==> config.mk <==
export PLATFORM = sky130hd
export DESIGN_NAME = taus_urng_multi
export DESIGN_NICKNAME = d
export VERILOG_FILES = /design/src/rtl/taus_pkg.sv /design/src/rtl/taus_step.sv /design/src/rtl/taus_urng_multi.sv
export SDC_FILE = /design/constraint.sdc
export NUM_CORES = 1
export LEC_CHECK = 0
export ABC_AREA = 0
export CAP_MARGIN = 20
export CORE_ASPECT_RATIO = 0.9
export CORE_UTILIZATION = 49
export DETAILED_ROUTE_END_ITERATION = 8
export GPL_TIMING_DRIVEN = 0
export HOLD_SLACK_MARGIN = 0.06
export PLACE_DENSITY = 0.77
export SETUP_SLACK_MARGIN = 0.2
export SYNTH_ARGS = -nofsm -noshare
export SYNTH_HDL_FRONTEND = slang
export SYNTH_SLANG_ARGS = --single-unit
==> constraint.sdc <==
create_clock -name clk -period 2.5 [get_ports clk]
set_clock_uncertainty 0.15 [all_clocks]
set_input_delay 0.25 -clock clk [delete_from_list [all_inputs] [get_ports clk]]
set_output_delay 0.25 -clock clk [all_outputs]
set_load 0.02 [all_outputs]
==> src/rtl/taus_pkg.sv <==
`default_nettype none
// +------------------------------------------------------------------+
// | taus_pkg : shared constants, types and reset-state helper         |
// | Rev 1.0                                                           |
// +------------------------------------------------------------------+
package taus_pkg;

  localparam logic [31:0] C_T0_SEED = 32'hC0FFEE00;
  localparam logic [31:0] C_T1_SEED = 32'hDEADBEE0;
  localparam logic [31:0] C_T2_SEED = 32'hFACE0000;

  // Per-channel offsets applied to the default seeds as (c << shift)
  localparam int unsigned C_T0_OFS_SH = 0;
  localparam int unsigned C_T1_OFS_SH = 4;
  localparam int unsigned C_T2_OFS_SH = 5;

  localparam logic [31:0] C_MASK0 = 32'hFFFFFFFE;
  localparam logic [31:0] C_MASK1 = 32'hFFFFFFF8;
  localparam logic [31:0] C_MASK2 = 32'hFFFFFFF0;

  typedef enum logic [1:0] {
    IDLE = 2'd0,
    RUN  = 2'd1,
    HOLD = 2'd2
  } taus_fsm_e;

  typedef struct packed {
    logic [31:0] t0;
    logic [31:0] t1;
    logic [31:0] t2;
  } taus_state_t;

  function automatic taus_state_t default_state(input int unsigned ch);
    taus_state_t s;
    s.t0 = C_T0_SEED + (ch << C_T0_OFS_SH);
    s.t1 = C_T1_SEED + (ch << C_T1_OFS_SH);
    s.t2 = C_T2_SEED + (ch << C_T2_OFS_SH);
    return s;
  endfunction

endpackage
`default_nettype wire

==> src/rtl/taus_step.sv <==
`default_nettype none
// +------------------------------------------------------------------+
// | taus_step : combinational single-channel taus88 step              |
// | Rev 1.0                                                           |
// +------------------------------------------------------------------+
module taus_step
  import taus_pkg::*;
(
  input  taus_state_t i_state,
  output taus_state_t o_state,
  output logic [31:0] o_word
);

  logic [31:0] w_b0;
  logic [31:0] w_b1;
  logic [31:0] w_b2;

  always_comb begin
    w_b0       = ((i_state.t0 << 13) ^ i_state.t0) >> 19;
    w_b1       = ((i_state.t1 << 2)  ^ i_state.t1) >> 25;
    w_b2       = ((i_state.t2 << 3)  ^ i_state.t2) >> 11;
    o_state.t0 = ((i_state.t0 & C_MASK0) << 12) ^ w_b0;
    o_state.t1 = ((i_state.t1 & C_MASK1) << 4)  ^ w_b1;
    o_state.t2 = ((i_state.t2 & C_MASK2) << 17) ^ w_b2;
    o_word     = o_state.t0 ^ o_state.t1 ^ o_state.t2;
  end

endmodule
`default_nettype wire

==> src/rtl/taus_urng_multi.sv <==
`default_nettype none
// +------------------------------------------------------------------+
// | taus_urng_multi : N_CH-channel taus88 URNG, valid/ready output    |
// | Optional seed sanitising: define TAUS_SEED_CHECK_EN               |
// | Rev 1.0                                                           |
// +------------------------------------------------------------------+
module taus_urng_multi
  import taus_pkg::*;
#(
  parameter int N_CH  = 4,
  parameter int OUT_W = 32,
  localparam int CH_W = (N_CH > 1) ? $clog2(N_CH) : 1
) (
  input  logic                  clk,
  input  logic                  rst,
  input  logic                  en,
  input  logic                  seed_valid,
  output logic                  seed_ready,
  input  logic [CH_W-1:0]       seed_ch,
  input  logic [31:0]           seed_t0,
  input  logic [31:0]           seed_t1,
  input  logic [31:0]           seed_t2,
  output logic                  out_valid,
  input  logic                  out_ready,
  output logic [N_CH*OUT_W-1:0] t_out
);

  taus_fsm_e             state_q, state_d;
  logic                  out_valid_q, out_valid_d;
  logic                  seed_ready_q, seed_ready_d;
  logic [N_CH*OUT_W-1:0] t_out_q, t_out_d;
  taus_state_t           ch_q [N_CH];
  taus_state_t           ch_d [N_CH];

  taus_state_t           w_next [N_CH];
  logic [31:0]           w_word [N_CH];
  logic [N_CH*OUT_W-1:0] w_out;
  taus_state_t           w_seed;
  logic                  w_gen;
  logic                  w_seed_acc;

  assign w_seed_acc = seed_valid && seed_ready_q;

  always_comb begin
    w_seed.t0 = seed_t0;
    w_seed.t1 = seed_t1;
    w_seed.t2 = seed_t2;
`ifdef TAUS_SEED_CHECK_EN
    // Low seeds would leave a component with no live bits after masking
    if (seed_t0 < 32'd2)  w_seed.t0 = seed_t0 | 32'h2;
    if (seed_t1 < 32'd8)  w_seed.t1 = seed_t1 | 32'h8;
    if (seed_t2 < 32'd16) w_seed.t2 = seed_t2 | 32'h10;
`endif
  end

  for (genvar c = 0; c < N_CH; c++) begin : g_ch
    taus_step u_step (
      .i_state (ch_q[c]),
      .o_state (w_next[c]),
      .o_word  (w_word[c])
    );

    assign w_out[c*OUT_W +: OUT_W] = w_word[c][31 -: OUT_W];

    // Generation and seeding are exclusive: seeds only land in IDLE
    assign ch_d[c] = w_gen ? w_next[c] :
                     (w_seed_acc && (32'(seed_ch) == c)) ? w_seed : ch_q[c];
  end

  always_comb begin
    state_d     = state_q;
    out_valid_d = out_valid_q;
    w_gen       = 1'b0;
    unique case (state_q)
      IDLE: begin
        out_valid_d = 1'b0;
        if (en) state_d = RUN;
      end
      RUN: begin
        if (out_valid_q && !out_ready) begin
          state_d = HOLD;
        end else if (!en) begin
          state_d     = IDLE;
          out_valid_d = 1'b0;
        end else begin
          w_gen       = 1'b1;
          out_valid_d = 1'b1;
        end
      end
      HOLD: begin
        if (out_ready) begin
          if (en) begin
            state_d = RUN;
            w_gen   = 1'b1;
          end else begin
            state_d     = IDLE;
            out_valid_d = 1'b0;
          end
        end
      end
      default: begin
        state_d     = IDLE;
        out_valid_d = 1'b0;
      end
    endcase
    seed_ready_d = (state_d == IDLE);
    t_out_d      = w_gen ? w_out : t_out_q;
  end

  always_ff @(posedge clk or negedge rst) begin
    if (!rst) begin
      state_q      <= IDLE;
      out_valid_q  <= 1'b0;
      seed_ready_q <= 1'b1;
      t_out_q      <= '0;
      for (int c = 0; c < N_CH; c++) ch_q[c] <= default_state(c);
    end else begin
      state_q      <= state_d;
      out_valid_q  <= out_valid_d;
      seed_ready_q <= seed_ready_d;
      t_out_q      <= t_out_d;
      for (int c = 0; c < N_CH; c++) ch_q[c] <= ch_d[c];
    end
  end

  assign out_valid  = out_valid_q;
  assign seed_ready = seed_ready_q;
  assign t_out      = t_out_q;

endmodule
`default_nettype wire

==> results.json, run 1 <==
{
  "fmax_mhz": 437.7,
  "fin_crit_sh_pct": 91.39,
  "antenna_found_initial": 7,
  "timing_worst_slew_pin_value_ns": 1.039,
  "clkSlewWorstSetupHoldPaths_ns": 0.06,
  "drt_drc_violations_left": 0,
  "first_pass_grt_wire_length_mm": 141.5,
  "synth.yosys.warnings": 0,
  "path_max_fanout": 10,
  "setup.worst_path.start_class": "flop",
  "cp_slowest_stage_delay_ns": 0.39,
  "timing_hold_violations_final": 0,
  "syn_to_final_growth_pct": 22.15,
  "timing_worst_setup_path_type": "reg -> reg",
  "synth_area_sq_um": 24960,
  "cts_made_buffers": 52,
  "vdd_drop_max_mv": 0.7800,
  "floorplan.initialDensity_pct": 49.56,
  "cpMaxStageDelayCell": "dfrtp_1",
  "p_leak_nw": 13.26,
  "dieArea_sq_um": 51840,
  "end_kind": "flop",
  "cts_sink_cnt": 484,
  "synth_cell_types": 33,
  "power_density_nw_per_um2": 1648,
  "maximum_number_of_pins_on_one_net_before_global_route_repair": 126,
  "rsz_0062_raised_after_global_routing": "true",
  "worst-endpoint-required_ns": 2.83,
  "htree_levels": 2,
  "grt.overflow.total": 0,
  "max_cap_viol_count": 0,
  "yosys_register_bits": 484,
  "layout.nets": 2819,
  "grt_pass1_vias": 20317,
  "whs_ns": 0.2211,
  "slew_headroom_pct": 30.54,
  "drtPass1Iterations": 5,
  "antenna_left": 0,
  "post_drt_wl_per_cell_um": 29.17,
  "layout.cells.non_filler": 3443,
  "synth_sequential_area_ratio_pct": 49.50,
  "placement.io_buffers": 223,
  "place_inst": 3317,
  "globalRouteTotalUtil_pct": 38.94,
  "layout-drive-gt1-share_pct": 18.29,
  "clk-insertion-delay-late_ns": 0.62,
  "clock_tree.buffer_depth": 3,
  "tritoncts": "yes",
  "hpwl_mm": 72.18,
  "arrival_ns": 2.61,
  "floorplan.rows": 78,
  "synth_nets": 2518,
  "design.portCount": 233,
  "coreArea_sq_um": 50360,
  "totalWireLength_mm": 100.4,
  "result_of_the_run": "complete, no violations",
  "syn-mean-instance-area_sq_um": 10.36,
  "die_h_um": 216.1,
  "drv_slew": 0,
  "vias": 20596,
  "number_of_cells_produced_by_synthesis": 2410,
  "global_placement_routability_congestion": 1.007,
  "route.detailed.vias_per_inst": 5.982,
  "cp_cell_sequence": "inv_1 -> ha_2 -> o21a_4 -> o21ai_4 -> buf_12 -> buf_4 -> buf_2 -> o21ai_0",
  "holdCritPathClass": "in -> async",
  "period_minus_slack_ns": 2.285,
  "clk_root_buffer_cell": "clkbuf_16",
  "drt-initial-drc-count": 2440,
  "tns_ns": 0,
  "setup_violations": 0,
  "die_width_um": 239.9
}
## power by group
part / internal (W) / switching (W)
Sequential: 0.0126 / 0.00414
Combinational: 0.0110 / 0.0143
Clock: 0.00481 / 0.00342
Total: 0.0284 / 0.0218
## worst max-delay path, delay by kind of cell (launching register included)
| kind | cells | cell delay [ns] |
|---|---|---|
| buffers and inverters | 4 | 0.83 |
| AO/OA/AOI/OAI | 3 | 0.57 |
| flip-flops | 1 | 0.39 |
| adder cells (fa/ha/maj) | 1 | 0.20 |
## sequential cells by signal, summed over array words and instances (netlist names)
name / cells
seed_ready: 1
state_q: 2
t_out: 128
out_valid: 1
ch_q: 352
## area by class of cell
cell class / instances / area [sq um]
Sequential cell: 484 / 12350
Clock buffer: 83 / 1569
Clock inverter: 15 / 207.7
Multi-Input combinational cell: 1760 / 11750
Timing Repair Buffer: 247 / 2603
Antenna cell: 8 / 20.02
Inverter: 4 / 15.01
Tap cell: 680 / 850.8
Buffer: 162 / 1116
Fill cell: 4249 / 19870
## per-layer routing
metal | up-vias | wire [um] | GRT usage (%)
li1 | 8721 | - | -
met1 | 10301 | 38510 | 50.90
met2 | 1223 | 41940 | 55.26
met3 | 347 | 11870 | 11.48
met4 | 4 | 8071 | 27.43
met5 | - | 28 | 0
## path summary, 6_finish.rpt
path | startpoint | to | slack, ns | depth (start not counted)
max reg2reg | state_q[1] | ch_q[212] | 0.22 | 8
min in group clk | t_out[53] | t_out[53] | 0.33 | 2
max in group asynchronous | rst | ch_q[260] | 0.49 | 3
max | state_q[1] | ch_q[212] | 0.22 | 8
min reg2reg | t_out[53] | t_out[53] | 0.33 | 2
min | rst | ch_q[60] | 0.22 | 2
## synth_stat cells, drive strengths merged
| library cell | n | area share (%) |
|---|---|---|
| dfstp | 193 | 20 |
| and2 | 1 | 0.025 |
| nand3 | 1 | 0.020 |
| mux2 | 66 | 3.0 |
| nor2 | 3 | 0.045 |
| nand4 | 1 | 0.025 |
| mux2i | 260 | 10 |
| buf | 92 | 2.4 |
| xnor2 | 332 | 12 |
| a21o | 2 | 0.060 |
| nand2 | 453 | 6.8 |
| ha | 5 | 0.25 |
| nand4b | 2 | 0.070 |
| a21oi | 28 | 0.56 |
| xor2 | 88 | 3.1 |
| a211oi | 27 | 0.81 |
| o311a | 1 | 0.040 |
| o21a | 3 | 0.090 |
| o22ai | 1 | 0.025 |
| o21ai | 455 | 9.2 |
| a32oi | 1 | 0.035 |
| nor2b | 28 | 0.71 |
| inv | 4 | 0.060 |
| clkbuf | 70 | 1.1 |
| a31oi | 1 | 0.025 |
| and4bb | 1 | 0.050 |
| dfrtp | 291 | 29 |
## cell usage in the layout (no fill, tap or decap), drive strengths merged, types with 5 or more instances in the layout
master         netlist  routed
mux2                66      66
dfrtp              291     291
clkdlybuf4s50        0     222
bufinv               0       5
clkbuf              70     159
a211oi              27      27
buf                 92     105
o21ai              455     455
a21oi               28      28
dfstp              193     193
xnor2              332     332
clkinv               0       8
xor2                88      88
nand2              453     453
nor2b               28      28
mux2i              260     260
inv                  4       6
diode                0       8
ha                   5       5
## repair_timing
item                                   CTS  global route
buffers inserted                         7             6
pin swaps                                2             1
endpoints found under the hold margin  270             0
hold buffers                             4             0
cloned                                   3             0
setup endpoints to repair              480           461
resized for setup                       57            73
## kinds of logic after synthesis
group                      share of synthesized area, %
AOI/OAI and AO/OA                                 10.82
and+or+nand+nor                                   7.761
DFF                                               49.50
xor gates and xnor gates                          14.74
muxes                                             13.41
buffers and inverters                             3.524
adders and majority gates                        0.2507
## metrics by stage
stage,power [W],util (%),instance area [sq um],setup slack (ns)
after global placement,0.04001,55.68,28040,-20.15
after floorplan,0.03109,-,24960,0.4362
after CTS,0.04938,60.13,30280,0.1729
after global routing,0.05238,60.50,30470,0.1669
after detailed placement,0.04063,55.91,28150,-0.7117
final,0.05023,60.54,30490,0.2153
Power figures use the tool's default switching activity.
==> run 2: changes to the inputs <==
- TNS_END_PERCENT: default -> 10
==> run 2 against run 1 <==
  * Global-route usage unchanged
  * Critical path depth fell by 2
  * Highest routed layer unchanged
  * Hold slack better by 0.0024 ns
  * Cell count down 0.12%
  * Clock power about the same
  * Final area is 0.15% lower
==> results.json, run 2 (same netlist as run 1, synthesis figures left out) <==
{
  "rsz_0062_raised_after_global_routing": "true",
  "maximum_number_of_pins_on_one_net_before_global_route_repair": 126,
  "result_of_the_run": "complete, no violations",
  "route.top_layer_used": "met5",
  "layout.filler_cells": 4256,
  "arrival_ns": 2.64,
  "setup.worst_path.start_class": "flop",
  "drt_drc_violations_left": 0,
  "die_width_um": 239.9,
  "combinationalPowerShare_pct": 50.1,
  "post_drt_wl_per_cell_um": 29.24,
  "timing_worst_slew_pin_value_ns": 1.050,
  "timing_worst_setup_path_type": "reg -> reg",
  "path_max_fanout": 10,
  "ff_latch_area_sq_um": 12350,
  "route.detailed.vias_per_inst": 5.984,
  "most-common-layout-cells": "453 x nand2_1, 412 x o21ai_0, 332 x xnor2_1, 290 x dfrtp_1, 260 x mux2i_1",
  "grt.overflow.total": 0,
  "cts_made_buffers": 52,
  "tritoncts": "yes",
  "cpMaxStageDelayCell": "clkbuf_1",
  "drv_slew": 0,
  "routedLengthMet1_mm": 38.38,
  "cp_cell_sequence": "nand4b_1 -> buf_2 -> clkbuf_1 -> mux2_2 -> nand2_1 -> o21ai_0",
  "end_kind": "flop",
  "clock_power_share_pct": 16.4,
  "timing_hold_violations_final": 0,
  "cts_sink_cnt": 484,
  "globalRouteTotalUtil_pct": 38.94,
  "vdd_drop_max_mv": 0.7648,
  "slew_headroom_pct": 29.77,
  "grt_pass1_vias": 20301,
  "max_cap_viol_count": 0,
  "coreArea_sq_um": 50360,
  "clock_tree.buffer_depth": 3,
  "placement.io_buffers": 223,
  "drt-initial-drc-count": 2353,
  "place_inst": 3317,
  "setup_violations": 0,
  "cp_slowest_stage_delay_ns": 0.51,
  "mostFrequentLayoutCell": "nand2_1",
  "worst-endpoint-required_ns": 2.83,
  "htree_levels": 2,
  "dieArea_sq_um": 51840,
  "p_leak_nw": 13.22,
  "layout.nets": 2817,
  "fmax_mhz": 433.3,
  "totalWireLength_mm": 100.6,
  "met3WireLength_mm": 12.02,
  "power_frac_seq_pct": 33.5,
  "first_pass_grt_wire_length_mm": 141.5,
  "layout-drive-gt1-share_pct": 18.02,
  "global_placement_routability_congestion": 1.007,
  "floorplan.initialDensity_pct": 49.56,
  "detailroute.wirelength.met2_mm": 41.98,
  "power_density_nw_per_um2": 1649,
  "holdCritPathClass": "in -> async",
  "fin_crit_sh_pct": 92.31,
  "design.portCount": 233,
  "clkSlewWorstSetupHoldPaths_ns": 0.06,
  "power.share.switching_pct": 43.48,
  "stdcell_area_sq_um": 30440,
  "period_minus_slack_ns": 2.308,
  "power.switching_w": 0.02183,
  "layout.cells.non_filler": 3439,
  "vias": 20578,
  "placed_area_sq_um": 28150,
  "intPower_w": 0.02837,
  "hpwl_mm": 72.18,
  "clk-insertion-delay-late_ns": 0.63,
  "antenna_found_initial": 7,
  "largest_register_ff_count": 352,
  "multiInputGateArea_sq_um": 11750,
  "largest-register": "ch_q",
  "drtPass1Iterations": 6,
  "clk_root_buffer_cell": "clkbuf_16",
  "die_h_um": 216.1,
  "floorplan.rows": 78,
  "antenna_left": 0,
  "syn_to_final_growth_pct": 21.97
}
## run 2: layer usage
metal  vias up  global-route usage (%)
met2      1229                   55.21
met4         2                   27.49
met5         -                       0
met3       353                   11.44
li1       8703                       -
met1     10291                   50.95
## run 2: path summary, 6_finish.rpt
path	start	endpoint	slack (ns)	cells after the start
max reg2reg	seed_ready	ch_q[227]	0.19	6
min reg2reg	t_out[53]	t_out[53]	0.33	2
max in group asynchronous	rst	ch_q[260]	0.47	3
max	seed_ready	ch_q[227]	0.19	6
min	rst	ch_q[60]	0.22	2
min in group clk	out_ready	out_valid	0.29	4
## run 2: final cells by class
class / count / area share (%)
Sequential cell: 484 / 40.59
Multi-Input combinational cell: 1760 / 38.61
Timing Repair Buffer: 245 / 8.500
Clock buffer: 83 / 5.154
Buffer: 162 / 3.564
Tap cell: 680 / 2.795
Clock inverter: 15 / 0.6823
Inverter: 4 / 0.05754
Antenna cell: 6 / 0.04932
## run 2: through the flow
| step | power [W] | worst slack, ns | hold slack, ns | utilization [%] | setup TNS (ns) |
|---|---|---|---|---|---|
| 5_1_grt | 0.05233 | 0.1575 | 0.2775 | 60.42 | 0 |
| 4_1_cts | 0.04932 | 0.1091 | 0.2431 | 60.05 | 0 |
| 6_report | 0.05019 | 0.1923 | 0.2235 | 60.45 | 0 |
| 3_5_place_dp | 0.04063 | -0.7117 | 0.08027 | 55.91 | -148.83 |
| 2_1_floorplan | 0.03109 | 0.4362 | -0.1956 | - | 0 |
| 3_3_place_gp | 0.04001 | -20.15 | 0.3108 | 55.68 | -8590.29 |
## run 2: what timing repair did
action | 4_1_cts | 5_1_grt
buffers inserted | 7 | 4
endpoints found under the hold margin | 270 | 0
gates cloned | 3 | 0
hold buffers | 4 | 0
resized for setup | 40 | 82
endpoints found under the setup margin | 480 | 476
pin swaps | 2 | 1
## run 2: worst max-delay path: cells and delay by family, from the launching register on
kind | cells | cell delay [ns]
flops | 1 | 0.39
buf+inv | 2 | 0.78
simple gates | 2 | 0.33
compound gates | 1 | 0.08
mux | 1 | 0.42
## run 2: power by group through the flow
stage | clock [W] | sequential (W) | combinational [W]
floorplan | 0 | 0.0165 | 0.0146
global placement | 0 | 0.0166 | 0.0234
detailed placement | 0 | 0.0167 | 0.0239
CTS | 0.00819 | 0.0166 | 0.0245
global route | 0.00854 | 0.0171 | 0.0267
finish | 0.00823 | 0.0168 | 0.0252
